### src/rtl/rv_mem_arb.sv
// Round-robin arbiter merging an instruction-fetch port and a data port onto one memory bus.
// Minimum three cycles per access; a stalled memory is abandoned after TIMEOUT bus cycles with err.
module rv_mem_arb #(
  parameter int DPWIDTH = 32,
  parameter int TIMEOUT = 255
) (
  input  logic               clk,
  input  logic               rst,
  input  logic               i_req,
  input  logic [DPWIDTH-1:0] i_addr,
  output logic [DPWIDTH-1:0] i_rdata,
  output logic               i_ack,
  input  logic               d_req,
  input  logic               d_we,
  input  logic [DPWIDTH-1:0] d_addr,
  input  logic [DPWIDTH-1:0] d_wdata,
  output logic [DPWIDTH-1:0] d_rdata,
  output logic               d_ack,
  output logic               err,
  output logic               m_req,
  output logic               m_we,
  output logic [DPWIDTH-1:0] m_addr,
  output logic [DPWIDTH-1:0] m_wdata,
  input  logic [DPWIDTH-1:0] m_rdata,
  input  logic               m_ack
);

  localparam logic [1:0] IDLE = 2'd0;
  localparam logic [1:0] IBUS = 2'd1;
  localparam logic [1:0] DBUS = 2'd2;
  localparam logic [1:0] RESP = 2'd3;

  localparam logic [7:0]         WAIT_LAST = 8'(TIMEOUT - 1);
  localparam logic [DPWIDTH-1:0] ERR_DATA  = DPWIDTH'(32'hDEADBEEF);

  logic [1:0] state;
  logic       last_data;  // 1: data port won the most recent grant
  logic       gnt_data;   // owner of the transaction in flight / being acked
  logic       err_q;
  logic [7:0] wait_cnt;

  assign m_req = (state == IBUS) || (state == DBUS);
  assign i_ack = (state == RESP) && !gnt_data;
  assign d_ack = (state == RESP) && gnt_data;
  assign err   = (state == RESP) && err_q;

  always_ff @(posedge clk) begin
    if (!rst) begin
      state     <= IDLE;
      last_data <= 1'b1;
      gnt_data  <= 1'b0;
      err_q     <= 1'b0;
      wait_cnt  <= '0;
      m_we      <= 1'b0;
      m_addr    <= '0;
      m_wdata   <= '0;
      i_rdata   <= '0;
      d_rdata   <= '0;
    end else begin
      case (state)
        IDLE: begin
          // Fetch wins when alone, or on a tie if data was served last.
          if (i_req && (!d_req || last_data)) begin
            state     <= IBUS;
            gnt_data  <= 1'b0;
            last_data <= 1'b0;
            m_addr    <= i_addr;
            m_we      <= 1'b0;
            m_wdata   <= '0;
            wait_cnt  <= '0;
          end else if (d_req) begin
            state     <= DBUS;
            gnt_data  <= 1'b1;
            last_data <= 1'b1;
            m_addr    <= d_addr;
            m_we      <= d_we;
            m_wdata   <= d_wdata;
            wait_cnt  <= '0;
          end
        end
        IBUS, DBUS: begin
          if (m_ack) begin
            state <= RESP;
            err_q <= 1'b0;
            if (state == IBUS) i_rdata <= m_rdata;
            else if (!m_we)    d_rdata <= m_rdata;
          end else begin
            wait_cnt <= wait_cnt + 8'd1;
            if (wait_cnt == WAIT_LAST) begin
              state <= RESP;
              err_q <= 1'b1;
              if (state == IBUS) i_rdata <= ERR_DATA;
              else               d_rdata <= ERR_DATA;
            end
          end
        end
        default: begin
          state <= IDLE;
          err_q <= 1'b0;
        end
      endcase
    end
  end

endmodule

### config.mk
export PLATFORM = sky130hd
export DESIGN_NAME = rv_mem_arb
export DESIGN_NICKNAME = d
export VERILOG_FILES = /design/src/rtl/rv_mem_arb.sv
export SDC_FILE = /design/constraint.sdc
export NUM_CORES = 1
export LEC_CHECK = 0
export BUFFER_PORTS_ARGS = -buffer_cell sky130_fd_sc_hd__buf_2
export CORE_UTILIZATION = 50
export DETAILED_ROUTE_END_ITERATION = 8
export PLACE_DENSITY_LB_ADDON = 0.15
export SLEW_MARGIN = 15
export SYNTH_ARGS = -nofsm -noshare
export SYNTH_HDL_FRONTEND = slang
export SYNTH_SLANG_ARGS = --single-unit
### constraint.sdc
create_clock -name clk -period 4 [get_ports clk]
set_input_delay 1.2 -clock clk [delete_from_list [all_inputs] [get_ports clk]]
set_output_delay 1.2 -clock clk [all_outputs]
set_load 0.01 [all_outputs]
# Word level (Yosys, flattened, before mapping)
# Index checks and enable logic that the tools add are counted.
# word_totals
reg_bits	142
input_bits	134
out_inout_bits	133
word_cells	69
# classes
add_sub_neg	1
n_eq_ne	8
muxes	29
bitwise	2
n_reduce_logical	19
# op_table
op	count
2-to-1 mux 32 bit	13
2-to-1 mux 8 bit	3
case mux 8 bit (2 select lines)	1
adder 8 x 1 -> 8 bit, second input constant	1
== test 8 bit, second input constant	1
2-to-1 mux 2 bit	4
2-to-1 mux 1 bit	6
!= test 3 bit, second input constant	2
AND reduction 2 bit	3
AND reduction 3 bit	2
nonzero test 2 bit	3
== test 2 bit, second input constant	2
logical AND 1 bit	4
!= test 2 bit, second input constant	2
case mux 2 bit (2 select lines)	1
AND reduction 4 bit	1
== test 2 x 1 -> 1 bit, second input constant	1
zero test 1 bit	2
zero test 2 bit	1
logical OR 1 bit	2
inverter 1 bit	2
case mux 1 bit (2 select lines)	1
OR reduction 2 bit	1

# Depth between registers and ports, before layout
# Gate-level depths: netlist of the first run.
# logic_depth
depth_word	5
depth_mapped	7
ltp_nobuf	6

# Worst setup path before layout of the first run
# Ideal clock, no wire load.
# synth_timing
path_kind	input -> register
startpoint	input port m_ack
endpoint	register d_rdata[21]
setup_ps	119
arrival_ps	2122
setup_slack_ps	1759
path_stages	5
path_cell_list	nand2_1 -> or3_1 -> clkbuf_2 -> buf_2 -> o221a_2
# synth_between
elab_chain_cells	2
elab_cells_between_ends	4
cone_classes	eq/ne (1); mux (1); reduce/logical (2)
# synth_lines
element	line_no	source
start: declaration	25	input logic m_ack
!= test 2 bit (no line) or nonzero test 2 bit (tied branches)	n/a	
AND reduction 4 bit (no line)	n/a	
end signal: assignment	86	else if (!m_we) d_rdata <= m_rdata;
end: declaration	17	output logic [DPWIDTH-1:0] d_rdata,
# Several ways; a longest one is shown, not always the timed one.
# A chain may end at the register's enable or synchronous reset.

# Final worst setup path of the first run
# layout_timing
startpoint	register state[0]
endpoint	output port m_req
# layout_between
elab_chain_cells	2
elab_cells_between_ends	3
cone_classes	eq/ne (2); reduce/logical (1)
# layout_lines
element	line_no	source
start: declaration	36	logic [1:0] state;
start signal: assignment	49	state <= IDLE;
start signal: assignment	64	state <= IBUS;
start signal: assignment	72	state <= DBUS;
== test 2 x 1 -> 1 bit or == test 2 bit (tied branches)	42	assign m_req = (state == IBUS) || (state == DBUS);
logical OR 1 bit *	42	
end: declaration	20	output logic m_req,
# Mark *: on every way between the ends. The rest lies on a longest branch, timed or not.

==> impl_metrics.tcl, run 1 <==
set metrics [dict create \
    status "completed" \
    startpoint_type "flop" \
    fin_tns_setup_ps 0 \
    layout_worst_path_cycle_share_pct 71.6 \
    synth_seq_cells 142 \
    placementRows 38 \
    cp_max_fo 13 \
    clk_pin_slew_ps 60 \
    switching_share_pct 34.9 \
    cts_max_path_buffers 2 \
    cp_slowest_stage_delay_ps 490 \
    routed_wl_mm 15.3 \
    netlist-cell-type-count 47 \
    gp_congestion 0.817 \
    wire_per_inst_um 15.8 \
    fillers 867 \
    hold_class "flop to flop" \
    core-area_um2 10800 \
    clockPowerShare_pct 29.2 \
    setup_viol 0 \
    drc 0 \
    p_seq_share_pct 37.4 \
    insertion_delay_ps 510 \
    cp_cell_sequence "inv_1 > ha_1 > buf_2" \
    first_global_vias 4982 \
    p_sw_w 0.00175 \
    synthCells 571 \
    worst_pin_slew_ps 933 \
    drt-vias-per-instance 5.55 \
    dp_slack_ps 1160 \
    p_int_w 0.00327 \
    syn2layout_area_growth_pct 34.4 \
    synth_edf_count 0 \
    grt_setup_unrepaired "false" \
    drv_slew 0 \
    cts_tree "yes" \
    grt_pass1_wl_mm 23.7 \
    cts_made_buffers 17 \
    cts-root-buf "clkbuf_8" \
    combPwrFrac_pct 33.5 \
    ys_seq_area_share_pct 51.4 \
    drtAntennaViolNets 0 \
    netlist.area_leader.share_pct 51.4 \
    synthesis.area_um2 5530 \
    required_ps 2800 \
    fmax_mhz 349 \
    io-pin-count 267 \
    synthTopCellsByArea "dfxtp_1, o221a_2, a311oi_1" \
    clkSinkCount 142 \
    die_y_um 107 \
    synthFlopType "dfxtp_1" \
    drive_above_1_share_pct 42.8 \
    vias 5370 \
    final_hold_viol_count 0 \
    grt_start_max_net_pins 65 \
    critPathBufInv 2 \
    dp_hpwl_mm 10.6 \
    grt_use_total_pct 26.2 \
    drtIter0Drc 345 \
    synth_nets 710 \
    critPathKind "flop to output port" \
    dieWidth_um 107 \
    ctsHoldBuffers 0 \
    yosysTopAreaCell "dfxtp_1" \
    setup_ws_ps 1140 \
    relSlewSlack_pct 37.6 \
    period_needed_ps 2860 \
    crit_slowest_cell "ha_1" \
    htree_levels 4 \
    grt_antenna_before_repair 0 \
    fin_skew_ps 4.97 \
    overflow 0 \
    crit_arrival_ps 1660 \
    cts_resized 0 \
    yosys-top-cells-count "dfxtp_1, nor2_1, nand2_1" \
    die-area_um2 11500 \
    port_buffers 266 \
    p_leak_nw 3.53 \
    max_cap_violations 0 \
    nNetsFinal 953 \
    async_flop_share_pct 0 \
    antenna_cells 0 \
    ir_drop_mv 0.399 \
    start_util_pct 51.2 \
    post-synth-top-count-cell "dfxtp_1" \
    drt_pass1_iterations 5 \
    postCtsSetupRepairBufs 0 \
    ys_warn_count 0 \
    p_per_area_nw_per_um2 677 \
    critPathCaptureType "output port" \
    cp_top_family "adder cells" \
    post_synth.cell_area_avg_um2 9.68 \
]
==> power groups by stage <==
stage | combinational (W) | clock [W] | sequential (W)
3_3_place_gp | 0.00163 | 0 | 0.00189
3_5_place_dp | 0.00169 | 0 | 0.00190
6_report | 0.00168 | 0.00147 | 0.00188
4_1_cts | 0.00169 | 0.00149 | 0.00188
5_1_grt | 0.00187 | 0.00155 | 0.00191
2_1_floorplan | 0.00102 | 0 | 0.00202
==> flip-flops by register name (all words and copies together), names as in the netlist <==
register,flops
gnt_data,1
last_data,1
m_wdata,32
d_rdata,32
i_rdata,32
wait_cnt,8
err_q,1
m_addr,32
m_we,1
state,2
==> path summary, 6_finish.rpt <==
kind                                                from                       end  slack [ps]  cells after the start
worst max-delay path               state[0]$_SDFFE_PN0P_                     m_req        1140                      3
worst min-delay path            i_rdata[14]$_SDFFE_PN0P_  i_rdata[14]$_SDFFE_PN0P_         450                      2
worst max register to register     state[0]$_SDFFE_PN0P_  d_rdata[25]$_SDFFE_PN0P_        1640                      5
worst min register to register  i_rdata[14]$_SDFFE_PN0P_  i_rdata[14]$_SDFFE_PN0P_         450                      2
==> worst min-delay path, cell delays in order (launching register included) <==
cell and delay, ps:
dfxtp_1 310, nand2_1 50, mux2i_1 50
==> layer usage <==
metal / part of all wire [%] / track usage, %
met4: 1.5 / 10.6
met3: 8.3 / 8.15
met1: 40 / 30.7
met2: 50 / 44.3
met5: 0 / 0
==> cells in the final DEF (no fill, tap or decap), drive strengths merged, types with 2 or more instances in the layout <==
cell / synthesis / final
buf: 26 / 276
dfxtp: 142 / 142
nor2: 76 / 76
nand2: 59 / 59
o221a: 49 / 49
nand3: 46 / 46
a22oi: 33 / 33
a311oi: 32 / 32
clkbuf: 26 / 21
a21oi: 15 / 15
o21ai: 14 / 14
mux2i: 10 / 10
clkinv: 0 / 9
ha: 5 / 5
inv: 5 / 5
o211a: 4 / 4
nor2b: 3 / 3
nand2b: 3 / 3
nor3: 3 / 3
and2: 2 / 2
or3: 2 / 2
o211ai: 2 / 2
==> logic make-up after synthesis <==
group	share of synthesized area, %
AOI/OAI and AO/OA	24.3
buffers and inverters	4.87
muxes	2.02
and+or+nand+nor	16.2
DFF	51.4
adders and majority gates	1.13
==> area by class of cell <==
cell class / count / area (um2) / area share (%)
Tap cell: 140 / 175 / 2.36
Inverter: 5 / 18.8 / 0.253
Multi-Input combinational cell: 372 / 2420 / 32.6
Timing Repair Buffer: 276 / 1410 / 18.9
Clock buffer: 21 / 469 / 6.32
Clock inverter: 11 / 90.1 / 1.21
Sequential cell: 142 / 2840 / 38.3
==> through the flow <==
step	hold slack [ps]	cells	total power, W	utilization (%)	instance area (um2)
CTS	457	967	0.00506	68.8	7420
global route	481	967	0.00533	68.8	7420
floorplan	427	571	0.00304	-	5530
detailed placement	446	935	0.00359	63.6	6870
finish	454	967	0.00502	68.8	7420
global placement	439	935	0.00352	63.6	6870
(Power assumes the default switching activity.)
==> run 2: changes to the inputs <==
- CORE_UTILIZATION: 50 -> 42
- clock period: 4 -> 2.3 ns (I/O delays scaled with it)
==> run 2 against run 1 <==
Effect of this change:
- core utilization down 9.0 points
- sequential cell count did not move
- largest cell class unchanged
- sequential share of layout area fell by 0.90 points
- design area up 2.5%
- non-clock buffer count rose by 5
- clock power up 93%
- cell count rose by 3.8%
- register-to-register slack lost 1300 ps
- worst setup slack lost 980 ps
- clock skew increased by 0.88 ps
- first-iteration DRC count increased by 11%
==> impl_metrics.tcl, run 2 (same netlist as run 1, synthesis figures left out) <==
set metrics [dict create \
    antenna_cells 0 \
    ir_drop_mv 0.535 \
    fmax_mhz 465 \
    dieWidth_um 117 \
    port_buffers 266 \
    grt_setup_unrepaired "false" \
    grt_use_total_pct 22.3 \
    cts_max_path_buffers 2 \
    dpl_cell_area_um2 6980 \
    setup_ws_ps 151 \
    fin_area_um2 7610 \
    postCtsSetupRepairBufs 0 \
    die-area_um2 13600 \
    die_y_um 117 \
    cts-root-buf "clkbuf_16" \
    relSlewSlack_pct 56.2 \
    critPathCaptureType "output port" \
    overflow 0 \
    start_util_pct 43.4 \
    drtIter0Drc 384 \
    drv_slew 0 \
    gp_congestion 0.776 \
    p_leak_nw 3.57 \
    most-common-layout-cells "buf_2, dfxtp_1, nor2_1" \
    power_w 0.00919 \
    cp_cell_sequence "inv_1 > ha_4 > buf_4 > buf_2" \
    final_common_cell "buf_2" \
    drc 0 \
    insertion_delay_ps 420 \
    drive_above_1_share_pct 43.4 \
    drt_pass1_iterations 4 \
    core-area_um2 12700 \
    critPathKind "flop to output port" \
    clk_pin_slew_ps 60 \
    p_per_area_nw_per_um2 1210 \
    fin_skew_ps 5.85 \
    required_ps 1610 \
    layout_worst_path_cycle_share_pct 93.4 \
    startpoint_type "flop" \
    drt-vias-per-instance 5.30 \
    placementRows 41 \
    grt_start_max_net_pins 83 \
    cp_max_fo 7 \
    period_needed_ps 2150 \
    drtAntennaViolNets 0 \
    routed_wl_mm 15.3 \
    htree_levels 4 \
    cp_slowest_stage_delay_ps 350 \
    wire_per_inst_um 15.3 \
    dp_hpwl_mm 10.6 \
    hold_class "flop to flop" \
    fin_tns_setup_ps 0 \
    grt_antenna_before_repair 0 \
    cts_tree "yes" \
    crit_arrival_ps 1460 \
    max_cap_violations 0 \
    io-pin-count 267 \
    status "completed" \
    grt_pass1_wl_mm 23.5 \
    setup_viol 0 \
    worst_pin_slew_ps 656 \
    syn2layout_area_growth_pct 37.7 \
    vias 5320 \
    crit_slowest_cell "dfxtp_1" \
    clkSinkCount 142 \
    first_global_vias 4867 \
    final_hold_viol_count 0 \
    nNetsFinal 958 \
    cts_made_buffers 17 \
    dp_slack_ps 247 \
]
## run 2: cell count changes in the layout (fill, tap and decap cells not counted), moves of 2 or more
cell,delta
clkinv_2,-6
clkbuf_8,-5
inv_6,+4
buf_12,+3
buf_4,+2
bufinv_16,+2
clkinv_4,+2
clkinvlp_4,+2
## run 2: timing repair
item,CTS,global route
setup endpoints to repair,0,1
resized for setup,0,3
hold buffers,0,0
## run 2: area by class of cell
cell class                      count  area, um2
Clock buffer                       17        425
Clock inverter                     15        188
Fill cell                        1135       5110
Inverter                            5       18.8
Multi-Input combinational cell    372       2430
Sequential cell                   142       2840
Tap cell                          172        215
Timing Repair Buffer              281       1480
## run 2: per-layer routing
layer | GRT usage (%) | part of all wire, %
met1 | 26.4 | 42
met2 | 36.0 | 49
met3 | 8.20 | 7.8
met4 | 9.96 | 1.5
met5 | 0 | 0
## run 2: critical path, delay by kind of cell, from the launching register on
family | cells | cell delay, ps
buf+inv | 3 | 380
flops | 1 | 350
fa+ha+maj | 1 | 310
## run 2: stage by stage
step | hold WS, ps | std cells | util, %
2_1_floorplan | 427 | 571 | -
3_3_place_gp | 439 | 972 | 54.9
3_5_place_dp | 441 | 972 | 54.9
4_1_cts | 455 | 1004 | 59.7
5_1_grt | 477 | 1004 | 59.8
6_report | 452 | 1004 | 59.8
## run 2: worst paths after layout
check,startpoint,end,slack [ps],cells past startpoint
worst min-delay path,i_rdata[4]$_SDFFE_PN0P_,i_rdata[4]$_SDFFE_PN0P_,450,2
worst min register to register,i_rdata[4]$_SDFFE_PN0P_,i_rdata[4]$_SDFFE_PN0P_,450,2
worst max register to register,wait_cnt[1]$_SDFFE_PN0P_,i_rdata[24]$_SDFFE_PN0P_,340,7
worst max-delay path,state[1]$_SDFFE_PN0P_,m_req,150,4
## run 2: report_power, final
group / internal [W] / total [W] / leakage, nW / switching, W
logic: 0.00131 / 0.00310 / 2.12 / 0.00180
registers: 0.00299 / 0.00326 / 1.16 / 0.000269
clock network: 0.00172 / 0.00283 / 0.291 / 0.00111
